--- config.mk ---
export PLATFORM = sky130hd
export DESIGN_NAME = lamp_prob
export DESIGN_NICKNAME = d
export VERILOG_FILES = /design/src/rtl/lamp_prob.sv
export SDC_FILE = /design/constraint.sdc
export NUM_CORES = 1
export LEC_CHECK = 0
export BUFFER_PORTS_ARGS = -buffer_cell sky130_fd_sc_hd__buf_4
export CAP_MARGIN = 25
export CELL_PAD_IN_SITES_DETAIL_PLACEMENT = 0
export CELL_PAD_IN_SITES_GLOBAL_PLACEMENT = 1
export CORE_ASPECT_RATIO = 1.25
export CORE_MARGIN = 8
export CORE_UTILIZATION = 43
export DETAILED_ROUTE_END_ITERATION = 10
export PLACE_DENSITY = 0.74
export SETUP_SLACK_MARGIN = 0.15
export SYNTH_ARGS = -nofsm -noshare
export SYNTH_HDL_FRONTEND = slang
export SYNTH_SLANG_ARGS = --single-unit
--- constraint.sdc ---
create_clock -name clk -period 2.6 [get_ports clk]
set_clock_uncertainty 0.15 [all_clocks]
set_input_delay 0.13 -clock clk [delete_from_list [all_inputs] [get_ports clk]]
set_output_delay 0.13 -clock clk [all_outputs]
set_load 0.05 [all_outputs]
--- src/rtl/lamp_prob.sv ---
// lamp_prob: lamp-panel safety monitor.
// Synchronizes the enable and three fault sensors, classifies them into
// OFF / OK / ALERT / DANGER, persistence-filters the class, latches DANGER
// until the system is switched off, and drives three one-hot status lamps
// from flops.
module lamp_prob #(
    parameter int PERSIST = 4               // 1..255 cycles a new class must hold
) (
    input  logic clk,
    input  logic rst,
    input  logic l,
    input  logic t,
    input  logic p,
    input  logic s,
    output logic ok,
    output logic alert,
    output logic danger
);

    localparam int CW = $clog2(PERSIST + 1);
    localparam logic [CW-1:0] CNT_MAX = CW'(PERSIST);
    localparam logic [CW-1:0] CNT_ONE = CW'(1);

    typedef enum logic [1:0] {
        CLS_OFF    = 2'd0,
        CLS_OK     = 2'd1,
        CLS_ALERT  = 2'd2,
        CLS_DANGER = 2'd3
    } cls_t;

    // Synchronizer stages, bit order {l, t, p, s}.
    logic [3:0]    r_sync1;
    logic [3:0]    r_sync2;

    logic          w_l_s;
    logic          w_t_s;
    logic          w_p_s;
    logic          w_s_s;
    logic [1:0]    w_nfault;
    cls_t          w_cand;

    // Filter and accepted-class state (the accepted class is the FSM state).
    cls_t          r_pend;
    logic [CW-1:0] r_cnt;
    cls_t          r_acc;
    cls_t          w_pend_nxt;
    logic [CW-1:0] w_cnt_nxt;
    cls_t          w_acc_nxt;

    // Lamp flops.
    logic          r_ok;
    logic          r_alert;
    logic          r_danger;

    // Two-flop synchronizers for every asynchronous input.
    // NOTE: sequential state uses non-blocking assignments so every flop
    // samples the pre-edge value of its neighbours, giving a true 2-stage chain.
    always_ff @(posedge clk or posedge rst) begin
        if (rst) begin
            r_sync1 <= '0;
            r_sync2 <= '0;
        end else begin
            r_sync1 <= {l, t, p, s};
            r_sync2 <= r_sync1;
        end
    end

    assign w_l_s    = r_sync2[3];
    assign w_t_s    = r_sync2[2];
    assign w_p_s    = r_sync2[1];
    assign w_s_s    = r_sync2[0];
    assign w_nfault = {1'b0, w_t_s} + {1'b0, w_p_s} + {1'b0, w_s_s};

    // Candidate class from the synchronized inputs.
    // NOTE: every always_comb output gets a default first so no path leaves
    // it unassigned, which would otherwise infer a latch.
    always_comb begin
        w_cand = CLS_OFF;
        if (w_l_s) begin
            case (w_nfault)
                2'd0:    w_cand = CLS_OK;
                2'd1:    w_cand = CLS_ALERT;
                default: w_cand = CLS_DANGER;
            endcase
        end
    end

    // Next-state: persistence filter, OFF override and danger latch.
    always_comb begin
        w_pend_nxt = r_pend;
        w_cnt_nxt  = r_cnt;
        w_acc_nxt  = r_acc;
        if (w_cand == CLS_OFF) begin
            // OFF bypasses the filter and releases the danger latch.
            w_pend_nxt = CLS_OFF;
            w_cnt_nxt  = CNT_MAX;
            w_acc_nxt  = CLS_OFF;
        end else begin
            if (w_cand != r_pend) begin
                w_pend_nxt = w_cand;
                w_cnt_nxt  = CNT_ONE;
            end else if (r_cnt != CNT_MAX) begin
                w_cnt_nxt  = r_cnt + CNT_ONE;
            end
            // A class is accepted on the edge its count reaches PERSIST;
            // a latched DANGER only leaves through the OFF branch above.
            if ((w_cnt_nxt == CNT_MAX) && (r_acc != CLS_DANGER)) begin
                w_acc_nxt = w_pend_nxt;
            end
        end
    end

    // Filter and accepted-class registers.
    always_ff @(posedge clk or posedge rst) begin
        if (rst) begin
            r_pend <= CLS_OFF;
            r_cnt  <= '0;
            r_acc  <= CLS_OFF;
        end else begin
            r_pend <= w_pend_nxt;
            r_cnt  <= w_cnt_nxt;
            r_acc  <= w_acc_nxt;
        end
    end

    // Registered one-hot lamp decode of the accepted class.
    always_ff @(posedge clk or posedge rst) begin
        if (rst) begin
            r_ok     <= 1'b0;
            r_alert  <= 1'b0;
            r_danger <= 1'b0;
        end else begin
            r_ok     <= (r_acc == CLS_OK);
            r_alert  <= (r_acc == CLS_ALERT);
            r_danger <= (r_acc == CLS_DANGER);
        end
    end

    assign ok     = r_ok;
    assign alert  = r_alert;
    assign danger = r_danger;

endmodule

* After elaboration in Yosys (flattened, before gate mapping)
Index checks and enable logic that the tools add are counted.
Storage, ports and cells: bits in registers 18, input bits 6, output and inout port bits 3, word-level logic and storage cells 33
Operators by class: add/sub/neg operators 3, eq/ne operators 8, multiplexer cells 10, reductions and logical operators 4
Operators with widths (count):
- $mux 3 | 4
- $mux 2 | 5
- $eq 2x1->1 const B | 2
- $eq 2x2->1 const B | 2
- $logic_not 2->1 | 2
- $pmux 2 s2 | 1
- $add 3x1->3 const B | 1
- $eq 3x3->1 const B | 1
- $ne 3x3->1 const B | 1
- $add 1x1->2 | 1
- $add 2x1->2 | 1
- $ne 2x2->1 | 1
- $ne 2x2->1 const B | 1
- $reduce_bool 2->1 | 1
- $logic_and 1x1->1 | 1

* Depth between registers and ports, before layout
Gate-level depths: netlist of the first run.
depth after elaboration 12, gate-level depth with buffers 6, gate-level depth less buffers 6

* Least setup slack after synthesis of the first run
No wires, ideal clock.
path kind reg-to-reg, start register r_sync2[0], end register r_acc[1], library setup time 125 ps, data arrival time 1897 ps, required time 2325 ps, path slack 428 ps, stages on the path, launching flop included 7, cells stage by stage dfrtp_1 inv_1 fa_1 and4b_2 a311oi_2 nor4_2 mux2_4
Between the ends: longest elaborated chain between the ends 10
RTL lines:
- start, declared | RTL line 33 | logic [3:0] r_sync2;
- start signal, assigned | RTL line 64 | r_sync2 <= r_sync1;
- $add 2x1->2 * | RTL line 72 | assign w_nfault = {1'b0, w_t_s} + {1'b0, w_p_s} + {1'b0, w_s_s};
- $eq 2x1->1 / $logic_not 2->1 (equally long branches) | RTL line 80 | case (w_nfault)
- $pmux 2 s2 * | RTL line 80
- $mux 2 * | RTL line 79 | if (w_l_s) begin
- $ne 2x2->1 | RTL line 99 | if (w_cand != r_pend) begin
- $mux 3 | RTL line 99
- $mux 3 | RTL line 93 | if (w_cand == CLS_OFF) begin
- $eq 3x3->1 | RTL line 107 | if ((w_cnt_nxt == CNT_MAX) && (r_acc != CLS_DANGER)) begin
- $logic_and 1x1->1 | RTL line 107
- $reduce_bool 2->1 (no source line)
- end signal, assigned | RTL line 122 | r_acc <= w_acc_nxt;
- end, declared | RTL line 45 | cls_t r_acc;
Every way passes the cells marked *; elsewhere a longest branch is shown, timed or not. The select of a mux whose other input is x is not followed. A chain may end at the register's enable or synchronous reset.

* Final worst setup path of the first run
Same ends and word-level chain as after synthesis.

==> qor.yml, run 1 <==
outcome: "completed"
grt_pass1_vias: 437
netlist_area_um2: 708.2
arrival_ps: 2370
worstPathMaxFanout: 4
reg2regPathDepth: 6
wirelength_mm: 1.096
insertion_delay_ps: 290
diodes: 0
first_pass_iters: 3
ir_drop_v: 0.0003314
clock.fmax_mhz: 428.7
required_ps: 2630
hold_start: "r_sync1[2]$_DFF_PP0_"
synth-seq-cells: 18
dpl.hpwl_um: 807
max-cap-violations: 0
final_cell_mix: "18 x dfrtp_1, 8 x inv_1, 8 x buf_4, 5 x dlygate4sd3_1, 4 x nand2_1"
nFillCells: 145
crit_start: "r_sync2[0]$_DFF_PP0_"
hold_end: "r_sync2[2]$_DFF_PP0_"
max_stage_delay_ps: 580
multiInputGateArea_um2: 227.7
die_w_um: 52.30
ioPinCount: 9
fin_nets: 81
worstMarginPinSlew_ps: 629.9
io_buffers: 8
synth_seq_area_share_pct: 63.60
synthesis.instances: 54
preCtsSetupSlack_ps: 276.6
placedCellCount: 80
die_h_um: 61.37
syn_avg_cell_area_um2: 13.11
worstHoldPathCells: 0
numCtsBuffers: 3
synth_cell_types: 22
path_cells: "inv_1 -> fa_1 -> and4b_2 -> a311oi_2 -> nor4_2 -> mux2_4"
drtIter0Drc: 2
cts_buffer_depth: 2
vias: 428
fin_util_pct: 55.29
ff_latch_area_um2: 450.4
yosys.area.top_type_share_pct: 63.60
rrSetupSlack_ps: 270
clk_pin_slew_ps: 90
dieArea_um2: 3209
track_usage_pct: 7.970
r2r-start: "r_sync2[0]$_DFF_PP0_"
drv_slew: 0
yosys-top-cells-area: "dfrtp_1 64%, inv_1 4.2%, ha_1 3.5%, fa_1 2.8%, o21ai_0 2.1%"
wl_per_cell_um: 12.45
fin_crit_sh_pct: 89.71
post-cts-setup-buffer-count: 0
end_kind: "register"
slew-limit-headroom_pct: 57.96
grt_max_degree: 19
overflow: 0
drc_errors: 0
htreeDepth: 1
finalCriticalPeriod_ps: 2332
cellLeakagePower_uw: 0.0004262
antenna_found_initial: 0
hp-class: "reg -> reg"
ant_nets: 0
fin_ws_ps: 267.6
setup_viol: 0
hold_violations: 0
crit_slowest_cell: "fa_1"
fp-row-count: 16
cts-root-buf: "clkbuf_4"
yosys_warnings: 0
place_congestion: 0.7078
final_cells: 88
synth_top_area_cell: "dfrtp_1"
p_per_area_nw_per_um2: 577.6
area_delta_synth_final_pct: 21.91
grt_pass1_wl_mm: 1.849
core-area_um2: 1562
mostFrequentLayoutCell: "dfrtp_1"
path_class: "reg -> reg"
rsz0062_at_grt: "no"
synth_nets: 63
cts_tree: "built"
tns_ps: 0
vias_per_cell: 4.864
start_util_pct: 45.35
startpoint_type: "register"
clkSinkCount: 18
timing.rr.end: "r_acc[1]$_DFFE_PP0P_"
final_layout_size_suffix_gt1_share_pct: 22.86
[critical path, delay by kind of cell (launching register included)]
family,cells,cell delay (ps)
muxes,1,330
AOI/OAI and AO/OA,1,60
adders and majority gates,1,580
buffers and inverters,1,50
DFF,1,340
and+or+nand+nor,2,710
[metrics by stage]
stage          cell area (um2)  hold WS [ps]  total power (uW)
2_1_floorplan            708.2        -81.43             349.6
3_3_place_gp             790.8         89.63             365.8
3_5_place_dp             790.8         90.57             368.1
4_1_cts                  863.3         211.2             507.2
5_1_grt                  863.3         215.5             528.8
6_report                 863.3         207.9             498.6
[layer usage]
layer	vias to the layer above	wire length, um	GRT usage (%)
met3	4	43	1.932
met1	207	427	8.526
li1	210	-	-
met4	0	27	5.556
met2	7	597	13.41
met5	-	0	0
[report_power, final]
group / internal [uW] / switching, uW
clock: 53.9 / 77.6
combinational: 30.5 / 32.9
sequential: 294 / 9.53
[registers in the layout, summed over array words and instances (netlist names)]
name,cells
r_cnt,3
r_sync2,4
r_acc,2
alert,1
r_sync1,4
ok,1
danger,1
r_pend,2
[repair_timing]
item                                    CTS  global route
resized for setup                         0             0
endpoints found under the setup margin    0             0
hold buffers                              5             0
endpoints found under the hold margin    22             0
[cells in the mapped netlist]
library cell  count
nor4_2            1
xnor2_1           1
a21boi_0          1
ha_1              2
mux2i_1           1
nand2_1           4
a21oi_1           1
and2_2            1
nor2b_1           2
inv_1             8
and2_1            1
and4bb_1          1
dfrtp_1          18
o21ai_0           3
and4b_2           1
o21a_1            1
mux2_4            1
nor2_1            2
a311oi_2          1
nand3b_1          1
fa_1              1
nand2b_1          1
[cell families (layout without fill, tap and decap cells)]
kind of cell    count (synthesis)  after routing  share of synthesized area [%]
compound gates                  7              7                          7.066
mux                             2              2                          3.533
xor+xnor                        1              1                          1.237
buf+inv                         8             24                          4.240
simple gates                   15             15                          13.96
flops                          18             18                          63.60
fa+ha+maj                       3              3                          6.360
[final cells by class]
| class | instances | share of cell area [%] |
|---|---|---|
| sequential | 18 | 52.17 |
| clock buffer | 3 | 2.609 |
| timing repair buffer | 13 | 12.75 |
| tap | 18 | 2.609 |
| inverter | 8 | 3.478 |
| multi-input combinational | 28 | 26.38 |
[worst max path at each step]
stage / end / slack (ps) / cells past startpoint
floorplan: r_acc[1]$_DFFE_PP0P_ / 430 / 6
global placement: r_acc[1]$_DFFE_PP0P_ / 330 / 6
detailed placement: r_acc[1]$_DFFE_PP0P_ / 280 / 6
CTS: r_acc[1]$_DFFE_PP0P_ / 260 / 6
global route: r_acc[1]$_DFFE_PP0P_ / 180 / 6
finish: r_acc[1]$_DFFE_PP0P_ / 270 / 6
No activity file was read; power rests on OpenSTA's default activity.
==> inputs of run 2 (changes only) <==
--- a/config.mk
+++ b/config.mk
@@ -14,6 +14,7 @@
 export CORE_UTILIZATION = 43
 export DETAILED_ROUTE_END_ITERATION = 10
 export PLACE_DENSITY = 0.74
+export RECOVER_POWER = 50
 export SETUP_SLACK_MARGIN = 0.15
 export SYNTH_ARGS = -nofsm -noshare
 export SYNTH_HDL_FRONTEND = slang
==> qor.yml, run 2 (same netlist as run 1, synthesis figures left out) <==
grt_max_degree: 19  # unchanged
track_usage_pct: 7.970  # unchanged
overflow: 0  # unchanged
fin_util_pct: 54.57  # -0.72 points
crit_slowest_cell: "fa_1"
slew-limit-headroom_pct: 58.11  # +0.15 points
max-cap-violations: 0  # unchanged
insertion_delay_ps: 290  # about the same
die_w_um: 52.30  # unchanged
arrival_ps: 2360  # about the same
setup_viol: 0  # unchanged
diodes: 0  # unchanged
hp-class: "reg -> reg"
dieArea_um2: 3209  # unchanged
drc_errors: 0  # unchanged
p_per_area_nw_per_um2: 584.1  # +1.1%
r2r-start: "r_sync2[0]$_DFF_PP0_"
outcome: "completed"
numCtsBuffers: 3  # unchanged
grt_pass1_vias: 437  # unchanged
finalCriticalPeriod_ps: 2329  # -3.545 ps
path_cells: "inv_1 -> fa_1 -> and4b_2 -> a311oi_2 -> nor4_2 -> mux2_4"
io_buffers: 8  # unchanged
rsz0062_at_grt: "no"
cts-root-buf: "clkbuf_4"
ant_nets: 0  # unchanged
area_delta_synth_final_pct: 20.32
die_h_um: 61.37  # unchanged
fin_crit_sh_pct: 89.57  # -0.14 points
final_cells: 88  # unchanged
clk_pin_slew_ps: 90  # about the same
cts_tree: "built"
final_cell_mix: "18 x dfrtp_1, 8 x inv_1, 8 x clkbuf_4, 5 x dlygate4sd3_1, 4 x nand2_1"
hold_start: "r_sync1[2]$_DFF_PP0_"
ff_latch_area_um2: 450.4  # unchanged
grt_pass1_wl_mm: 1.849  # unchanged
path_class: "reg -> reg"
startpoint_type: "register"
place_congestion: 0.7078  # unchanged
reg_top3: "r_sync1: 4 flops, r_sync2: 4 flops, r_cnt: 3 flops"
clock.fmax_mhz: 429.4  # +0.15%
fp-row-count: 16  # unchanged
fin_nets: 81  # unchanged
vias: 423  # -1.2%
wirelength_mm: 1.102  # +0.55%
drv_slew: 0  # unchanged
dpl.hpwl_um: 807  # unchanged
wl_per_cell_um: 12.52  # +0.55%
final_layout_size_suffix_gt1_share_pct: 18.57  # -4.3 points
hold_violations: 0  # unchanged
start_util_pct: 45.35  # unchanged
cellLeakagePower_uw: 0.0004113  # -3.5%
hold_end: "r_sync2[2]$_DFF_PP0_"
ir_drop_v: 0.0003312  # about the same
max_stage_delay_ps: 580  # about the same
rrSetupSlack_ps: 270  # about the same
multiInputGateArea_um2: 227.7  # unchanged
clkSinkCount: 18  # unchanged
worstMarginPinSlew_ps: 627.7  # -2.247 ps
fin_ws_ps: 271.1  # +3.545 ps
core-area_um2: 1562  # unchanged
tns_ps: 0  # unchanged
timing.rr.end: "r_acc[1]$_DFFE_PP0P_"
end_kind: "register"
nFillCells: 146  # +0.69%
cts_buffer_depth: 2  # unchanged
vias_per_cell: 4.807  # -1.2%
mostFrequentLayoutCell: "dfrtp_1"
worstPathMaxFanout: 4  # unchanged
crit_start: "r_sync2[0]$_DFF_PP0_"
placedCellCount: 80  # unchanged
preCtsSetupSlack_ps: 276.6  # unchanged
first_pass_iters: 3  # unchanged
worstHoldPathCells: 0  # unchanged
antenna_found_initial: 0  # unchanged
drtIter0Drc: 2  # unchanged
htreeDepth: 1  # unchanged
reg2regPathDepth: 6  # unchanged
ioPinCount: 9  # unchanged
required_ps: 2630  # about the same
hold_slack_ps: 208.0  # +0.05300 ps
[run 2: cell types whose count changed in the layout (fill, tap and decap cells not counted)]
cell / previous run / this run
and2_1: 1 / 0
clkbuf_1: 0 / 3
and2_0: 0 / 1
clkbuf_4: 3 / 8
buf_4: 8 / 0
[run 2: through the flow]
| stage | total power, uW | area [um2] |
|---|---|---|
| final | 497.7 | 852.1 |
| after global routing | 527.6 | 852.1 |
| after CTS | 507.2 | 863.3 |
| after detailed placement | 368.1 | 790.8 |
| after global placement | 365.8 | 790.8 |
| after floorplan | 349.6 | 708.2 |
[run 2: worst max-delay path by stage]
stage                                 to  slack (ps)  cells after the start
CTS                 r_acc[1]$_DFFE_PP0P_         260                      6
global route        r_acc[1]$_DFFE_PP0P_         180                      6
detailed placement  r_acc[1]$_DFFE_PP0P_         280                      6
global placement    r_acc[1]$_DFFE_PP0P_         330                      6
finish              r_acc[1]$_DFFE_PP0P_         270                      6
floorplan           r_acc[1]$_DFFE_PP0P_         430                      6
[run 2: power by group]
group	leakage [uW]	switching, uW	total (uW)	internal (uW)
clock network	0.0000138	77.9	132	53.9
registers	0.000225	9.55	304	294
logic	0.000173	32.8	62.1	29.3
[run 2: final cells by class]
| cell class | count | share of cell area (%) |
|---|---|---|
| well taps | 18 | 2.643 |
| clock buffers | 3 | 2.643 |
| inverters | 8 | 3.524 |
| multi-input cells | 28 | 26.73 |
| repair buffers | 13 | 11.60 |
| flip-flops and latches | 18 | 52.86 |
[run 2: what timing repair did]
item                                    in CTS  in global routing
buffers inserted                             0                  0
endpoints found under the hold margin       22                  0
endpoints found under the setup margin       0                  0
hold buffers                                 5                  0
resized for setup                            0                  0
[run 2: routing by layer]
metal  vias up  global-route usage, %  routed length [um]
li1        209                      -                   -
met5         -                      0                   0
met2         7                  13.41                 588
met1       203                  8.526                 442
met4         0                  5.556                  27
met3         4                  1.932                  43
[run 2: worst max-delay path: cells and delay by family, from the launching register on]
| kind | cells | cell delay, ps |
|---|---|---|
| AO/OA/AOI/OAI | 1 | 60 |
| adder cells (fa/ha/maj) | 1 | 580 |
| flip-flops | 1 | 340 |
| multiplexers | 1 | 330 |
| AND/OR/NAND/NOR | 2 | 710 |
| buffers and inverters | 1 | 50 |
